$ cat config.mk
export PLATFORM = sky130hd
export DESIGN_NAME = count_event_monitor
export DESIGN_NICKNAME = d
export VERILOG_FILES = /design/src/rtl/count_event_monitor.sv
export SDC_FILE = /design/constraint.sdc
export NUM_CORES = 1
export LEC_CHECK = 0
export ABC_CLOCK_PERIOD_IN_PS = 6390
export BUFFER_PORTS_ARGS = -buffer_cell sky130_fd_sc_hd__buf_2
export CAP_MARGIN = 20
export CORE_ASPECT_RATIO = 0.5
export CORE_UTILIZATION = 35
export CTS_BUF_LIST = sky130_fd_sc_hd__clkbuf_4 sky130_fd_sc_hd__clkbuf_8
export DETAILED_ROUTE_END_ITERATION = 6
export PLACE_DENSITY = 0.49
export SLEW_MARGIN = 20
export SYNTH_ARGS = -nofsm -noshare
export SYNTH_HDL_FRONTEND = slang
export SYNTH_SLANG_ARGS = --single-unit
$ cat constraint.sdc
create_clock -name clk -period 6.39 [get_ports clk]
set_input_delay 0.3195 -clock clk [delete_from_list [all_inputs] [get_ports clk]]
set_output_delay 0.3195 -clock clk [all_outputs]
set_load 0.01 [all_outputs]
$ cat src/rtl/count_event_monitor.sv
// Event monitor for the 32-bit up/down counter: detects LOAD, WRAP and MATCH events and queues them.
// Define COUNT_EVT_TSTAMP_EN to add a 16-bit cycle timestamp to each queued record.
module count_event_monitor #(
   parameter int unsigned DEPTH  = 8,
   parameter int unsigned DROP_W = 16
) (
   input  logic                   clk,
   input  logic                   rst,
   input  logic [31:0]            count_in,
   input  logic                   load,
   input  logic                   mode,
   input  logic                   mon_en,
   input  logic [31:0]            cfg_match,
   output logic                   evt_valid,
   input  logic                   evt_ready,
   output logic [1:0]             evt_type,
   output logic [31:0]            evt_value,
   output logic [$clog2(DEPTH):0] fifo_level,
`ifdef COUNT_EVT_TSTAMP_EN
   output logic [15:0]            evt_tstamp,
`endif
   output logic [DROP_W-1:0]      drop_cnt
);

   localparam int unsigned AW = $clog2(DEPTH);

   typedef enum logic [1:0] {
      EvtLoad   = 2'b00,
      EvtWrapUp = 2'b01,
      EvtWrapDn = 2'b10,
      EvtMatch  = 2'b11
   } evt_e;

   // Sampling history
   logic [31:0] prev;
   logic        prev_vld;
   logic        load_d;

   // FIFO state
   logic [AW:0]       wr_ptr;
   logic [AW:0]       rd_ptr;
   logic [1:0]        type_mem  [DEPTH];
   logic [31:0]       value_mem [DEPTH];
   logic [DROP_W-1:0] drop_q;

   // Event detection
   logic cand_load;
   logic cand_wrap_up;
   logic cand_wrap_dn;
   logic cand_match;
   logic evt_det;
   evt_e evt_sel;

   // FIFO control
   logic full;
   logic empty;
   logic push;
   logic pop;
   logic drop;

   always_comb begin
      cand_load    = load_d;
      cand_wrap_up = prev_vld && mode && (prev == 32'hFFFF_FFFF) && (count_in == 32'h0)
                     && !load_d;
      cand_wrap_dn = prev_vld && !mode && (prev == 32'h0) && (count_in == 32'hFFFF_FFFF)
                     && !load_d;
      // A value that is merely held does not re-trigger a match.
      cand_match   = (count_in == cfg_match) && (!prev_vld || (count_in != prev));
   end

   always_comb begin
      evt_sel = EvtMatch;
      evt_det = 1'b0;
      if (mon_en) begin
         if (cand_load) begin
            evt_sel = EvtLoad;
            evt_det = 1'b1;
         end else if (cand_wrap_up) begin
            evt_sel = EvtWrapUp;
            evt_det = 1'b1;
         end else if (cand_wrap_dn) begin
            evt_sel = EvtWrapDn;
            evt_det = 1'b1;
         end else if (cand_match) begin
            evt_sel = EvtMatch;
            evt_det = 1'b1;
         end
      end
   end

   always_comb begin
      empty = (wr_ptr == rd_ptr);
      full  = (wr_ptr[AW] != rd_ptr[AW]) && (wr_ptr[AW-1:0] == rd_ptr[AW-1:0]);
      pop   = !empty && evt_ready;
      // A pop in the same cycle frees the slot the push needs.
      push  = evt_det && (!full || pop);
      drop  = evt_det && full && !pop;
   end

   always_ff @(posedge clk or posedge rst) begin
      if (rst) begin
         prev     <= 32'h0;
         prev_vld <= 1'b0;
         load_d   <= 1'b0;
      end else begin
         prev     <= count_in;
         prev_vld <= 1'b1;
         load_d   <= load;
      end
   end

   always_ff @(posedge clk or posedge rst) begin
      if (rst) begin
         wr_ptr <= '0;
         rd_ptr <= '0;
         drop_q <= '0;
      end else begin
         if (push) begin
            wr_ptr <= wr_ptr + (AW+1)'(1);
         end
         if (pop) begin
            rd_ptr <= rd_ptr + (AW+1)'(1);
         end
         if (drop && (drop_q != '1)) begin
            drop_q <= drop_q + DROP_W'(1);
         end
      end
   end

   // Storage carries no reset; the pointers alone define what is valid.
   always_ff @(posedge clk) begin
      if (push) begin
         type_mem[wr_ptr[AW-1:0]]  <= evt_sel;
         value_mem[wr_ptr[AW-1:0]] <= count_in;
      end
   end

`ifdef COUNT_EVT_TSTAMP_EN
   logic [15:0] cycle_cnt;
   logic [15:0] ts_mem [DEPTH];

   always_ff @(posedge clk or posedge rst) begin
      if (rst) begin
         cycle_cnt <= 16'h0;
      end else begin
         cycle_cnt <= cycle_cnt + 16'd1;
      end
   end

   always_ff @(posedge clk) begin
      if (push) begin
         ts_mem[wr_ptr[AW-1:0]] <= cycle_cnt;
      end
   end

   assign evt_tstamp = ts_mem[rd_ptr[AW-1:0]];
`endif

   assign evt_valid  = !empty;
   assign evt_type   = type_mem[rd_ptr[AW-1:0]];
   assign evt_value  = value_mem[rd_ptr[AW-1:0]];
   assign fifo_level = wr_ptr - rd_ptr;
   assign drop_cnt   = drop_q;

endmodule

[Word-level counts from Yosys, hierarchy flattened]
Memories as Yosys holds them, arrays and structs flattened.
Index checks and enable logic that the tools add are counted.
Cells by class
  $add $sub $neg: 4
  muxes and demuxes: 11
  reduce and logical (&&, ||, !) cells: 25
  equal/unequal tests: 8
Operator list (count)
  32-bit == test (second input constant): 2
  32-bit zero test: 2
  32-bit == test: 1
  32-bit inequality test: 1
  16-bit by 1-bit adder with 16-bit output (second input constant): 1
  16-bit inequality test (second input constant): 1
  1-bit logical AND: 15
  4-bit by 1-bit adder with 4-bit output (second input constant): 2
  1-bit 2-to-1 mux: 8
  1-bit zero test: 6
  2-bit 2-to-1 mux: 3
  4-bit == test: 1
  4-bit subtractor: 1
  3-bit == test: 1
  1-bit logical OR: 2
  1-bit inequality test: 1
Word-level totals
  input port bits: 70
  flip-flop bits (word level): 58
  memories kept: 2
  RAM bits: 272
  logic and storage cells: 56
Memories
  value_mem: depth 8, width 32, read ports 1, clocked after Yosys merged registers in 0, write ports 1, line 43  | logic [31:0] value_mem [DEPTH];
  type_mem: depth 8, width 2, read ports 1, clocked after Yosys merged registers in 0, write ports 1, line 42  | logic [1:0] type_mem [DEPTH];

[Logic depth before layout (Yosys ltp)]
  word-level depth: 12
  gate-level depth with buffers: 11
  gate-level depth less buffers: 8

[Least setup slack after synthesis]
Ideal clock, no wire load.
  path kind: reg-to-reg
  start point: register prev[11]
  end point: memory type_mem[1][0] (enable)
  setup time: 0.510 ns
  stages on the path, launching flop included: 8
  setup slack: 0.642 ns
  period minus slack after synthesis: 5.748 ns
  arrival time: 5.237 ns
  cells stage by stage: dfrtp_1 > nand2b_1 > or4_1 > or3_1 > or3_4 > o211ai_4 > nand3_4 > nor4_1
Between the ends
  word-level cells in the longest chain between the ends: 11
  elaborated cells between the ends (all ways): 19
Ends and longest elaborated chain
  start: declaration: line 35  | logic [31:0] prev;
  start signal: assignment: line 106  | prev <= count_in;
  32-bit inequality test / 32-bit zero test (equally long branches): line 68, 65
  1-bit logical OR / 1-bit logical AND (equally long branches): line 68, 65
  1-bit logical AND, on equally long branches: line 68, 65
  1-bit 2-to-1 mux / 1-bit logical AND (equally long branches): line 84, 66
  1-bit 2-to-1 mux: line 81  | end else if (cand_wrap_dn) begin
  1-bit 2-to-1 mux (*): line 78  | end else if (cand_wrap_up) begin
  1-bit 2-to-1 mux (*): line 75  | if (cand_load) begin
  1-bit 2-to-1 mux (*): line 74  | if (mon_en) begin
  1-bit logical AND (*): line 96  | push = evt_det && (!full || pop);
  1-bit 2-to-1 mux (*): line 132  | if (push) begin
  1-bit 2-to-1 mux (implied by the code) (*): line 133  | type_mem[wr_ptr[AW-1:0]] <= evt_sel;
  end: declaration: line 42
Every way passes the cells marked *; elsewhere a longest branch is shown, timed or not.

[Worst setup path after layout]
  start point: input port count_in[0]
  end point: memory value_mem[7][4] (enable)
Between the ends
  word-level cells in the longest chain between the ends: 11
  elaborated cells between the ends (all ways): 18
Ends and longest elaborated chain
  start: declaration: line 9  | input logic [31:0] count_in,
  32-bit inequality test: line 68  | cand_match = (count_in == cfg_match) && (!prev_vld || (count_in != prev));
  1-bit logical OR: line 68
  1-bit logical AND: line 68
  1-bit 2-to-1 mux: line 84  | end else if (cand_match) begin
  1-bit 2-to-1 mux: line 81
  1-bit 2-to-1 mux (*): line 78
  1-bit 2-to-1 mux (*): line 75
  1-bit 2-to-1 mux (*): line 74
  1-bit logical AND (*): line 96
  1-bit 2-to-1 mux (*): line 132
  1-bit 2-to-1 mux (implied by the code) (*): line 134  | value_mem[wr_ptr[AW-1:0]] <= count_in;
  end: declaration: line 43
Marked as above.

==> flow_metrics.env <==
export IMPL_ant_nets=0
export IMPL_ir_worst_vdd_mv=0.189
export IMPL_critical_path_arrival_ps=4150
export IMPL_status="finished, final reports clean"
export IMPL_synth_mux_area_frac=0.117
export IMPL_yosys_warnings=0
export IMPL_tightest_slew_ps=1010
export IMPL_share_comb_of_total_power=0.278
export IMPL_timing_hold_violations_final=0
export IMPL_worst_setup_path_start_kind="primary input"
export IMPL_firstDrtPassIters=4
export IMPL_synth_compound_area_frac=0.00675
export IMPL_overflow=0
export IMPL_syn_nets=870
export IMPL_power_total_mw=6.34
export IMPL_die_area_um2=39500
export IMPL_final_setup_tns_ps=0
export IMPL_yosys_area_share_xor_xnor=0.0453
export IMPL_synth_area_per_cell_um2=17.1
export IMPL_endpoint_kind="register"
export IMPL_yosysTopAreaCellShare=0.603
export IMPL_grt_usage=0.176
export IMPL_drtIter0Drc=416
export IMPL_synth_top_area_cell="edfxtp_1"
export IMPL_ys_dominant_reg_cell="edfxtp_1"
export IMPL_seqPwrFrac=0.423
export IMPL_leakage_nw=5.84
export IMPL_final_nets=1065
export IMPL_slew_viol_final=0
export IMPL_ios=125
export IMPL_num_fill_cells=3449
export IMPL_die_h_um=141
export IMPL_clockPowerShare=0.299
export IMPL_fin_worst_skew_ps=31.8
export IMPL_hold_class="primary input to register"
export IMPL_cts_sinks=330
export IMPL_fp_dieW_um=280
export IMPL_drt_total_wl_mm=33.9
export IMPL_synthTopCellsByArea="edfxtp_1 (60%), mux4_2 (11%), dfrtp_1 (11%), xnor2_1 (3.8%), nand2_1 (3.2%)"
export IMPL_grt_max_degree=59
export IMPL_cts_tree="done"
export IMPL_maxCapViolations=0
export IMPL_rsz0062_at_grt="no"
export IMPL_antenna_found_initial=0
export IMPL_wl_per_cell_um=21.9
export IMPL_area_growth_pct=20.4
export IMPL_synthAdderAreaFrac=0.00702
export IMPL_drive_gt1_frac=0.303
export IMPL_crit_required_ps=6630
export IMPL_grt_pass1_vias=8459
export IMPL_swShare=0.311
export IMPL_route_detailed_drc=0
export IMPL_yosys_register_bits=330
export IMPL_route_vias_total=7658
export IMPL_synth_top_family_by_area="multiplexers"
export IMPL_port_buffer_count=124
export IMPL_cts_made_buffers=50
export IMPL_viasPerCell=4.94
export IMPL_postCtsResizedCells=0
export IMPL_grt_pass1_wl_mm=51.5
export IMPL_root_buffer="clkbuf_8"
export IMPL_slew_headroom=0.327
export IMPL_async_reset_ff_frac=0.176
export IMPL_place_hpwl_mm=21.3
export IMPL_critPathKind="primary input to register"
export IMPL_multi_input_area_um2=3780
export IMPL_postCtsHoldBufs=33
export IMPL_intPower_mw=4.37
export IMPL_path_clk_slew_ps=70
export IMPL_ys_seq_area_frac=0.711
export IMPL_setup_viol=0
export IMPL_switching_power_mw=1.97
export IMPL_syn_inst=793
export IMPL_synth_simple_area_share=0.0996
export IMPL_fin_crit_sh=0.611
export IMPL_crit_fanout=20
export IMPL_synthesis_area_um2=13500
export IMPL_max_freq_mhz=256
export IMPL_synth_edf_count=272
export IMPL_diodes=0
export IMPL_clockBufferDepth=3
export IMPL_seq_area_um2=9620
export IMPL_postCtsSetupRepairBufs=0
export IMPL_synth_distinct_cells=46
export IMPL_htree_levels=2
export IMPL_power_density_nw_per_um2=389
export IMPL_rows=50
export IMPL_initial_core_util=0.359
export IMPL_fin_util=0.432
export IMPL_period_needed_ps=3910
export IMPL_clock_latency_ps=600
export IMPL_core_um2=37700
export IMPL_place_gp_congestion=0.910
worst max-delay path: stages:
cell and delay (ps):
dlygate4sd3_1 530, buf_2 200, xnor2_1 360, nand4_1 140, nor4_1 340, nand2_1 170
o211ai_4 640, nand4_1 260, inv_1 650, buf_4 470
worst paths after layout:
path,start,to,slack (ps),cells after the start
setup / recovery,count_in[0],value_mem[7][4],2480,10
hold / removal,evt_ready,rd_ptr[2],50,3
setup reg to reg,rd_ptr[2],drop_cnt[9],2530,10
hold reg to reg,rd_ptr[3],rd_ptr[3],490,1
max in group asynchronous,rst,rd_ptr[0],5220,4
min in group asynchronous,rst,drop_cnt[2],510,4
cells in the mapped netlist (6+ instances only):
cell	n
ha_1	6
nor4bb_1	7
buf_1	9
clkbuf_1	21
edfxtp_1	272
nor2_1	7
nor4_1	18
dfrtp_1	58
nand2b_1	15
nand4_1	31
xnor2_1	58
xor2_1	12
nor2b_1	15
nand2_1	114
inv_1	16
nand3_1	9
nor3_1	6
mux4_2	68
and3_1	10
stage by stage:
step	instances	hold WS [ps]	instance area (um2)	setup WS, ps
final	1550	47.3	16300	2480
after detailed placement	1423	429	14900	2100
after floorplan	793	351	13500	642
after global placement	1423	428	14900	2190
after global routing	1550	17.5	16300	2250
after CTS	1550	4.52	16300	2190
state kept, by name (all words and copies together), names as in the netlist:
| signal | flops |
|---|---|
| value_mem | 256 |
| prev | 32 |
| drop_cnt | 16 |
| type_mem | 16 |
| rd_ptr | 4 |
| wr_ptr | 4 |
| cand_load | 1 |
| prev_vld | 1 |
layout by cell type, fill, tap and decap left out, types with 15 or more instances in the layout:
| cell type | instances |
|---|---|
| buf_2 | 124 |
| buf_4 | 17 |
| clkbuf_4 | 17 |
| clkbuf_8 | 58 |
| dfrtp_1 | 56 |
| dlygate4sd3_1 | 33 |
| edfxtp_1 | 272 |
| inv_1 | 15 |
| mux4_2 | 68 |
| nand2_1 | 114 |
| nand2b_1 | 15 |
| nand4_1 | 31 |
| nor2b_1 | 15 |
| xnor2_1 | 58 |
final cells by class:
cell class | instances | share of cell area
clock buffer | 75 | 0.0568
clock inverter | 19 | 0.0104
inverter | 17 | 0.00392
multi-input combinational | 415 | 0.232
sequential | 330 | 0.591
tap | 520 | 0.0399
timing repair buffer | 174 | 0.0662
metal layers:
layer | vias up | GRT usage | wire length, um | part of all wire
met5 | - | 0 | 0 | 0
met4 | 0 | 0.0590 | 907 | 0.027
met3 | 61 | 0.0360 | 1690 | 0.050
met2 | 165 | 0.296 | 16600 | 0.49
met1 | 3973 | 0.229 | 14700 | 0.43
li1 | 3459 | - | - | -
cell families after synthesis:
| kind of cell | Yosys count |
|---|---|
| flip-flops | 330 |
| XOR/XNOR | 70 |
| adder cells (fa/ha/maj) | 7 |
| other | 1 |
| multiplexers | 72 |
| buffers and inverters | 48 |
| AO/OA/AOI/OAI | 11 |
| AND/OR/NAND/NOR | 254 |
power by group through the flow:
stage	Clock, mW	Sequential, mW	Combinational (mW)
after global placement	0	2.72	1.79
final	1.89	2.68	1.76
after CTS	1.95	2.69	1.82
after floorplan	0	2.62	1.23
after detailed placement	0	2.73	1.80
after global routing	2.05	2.71	1.94
No activity file was read; power rests on OpenSTA's default activity.
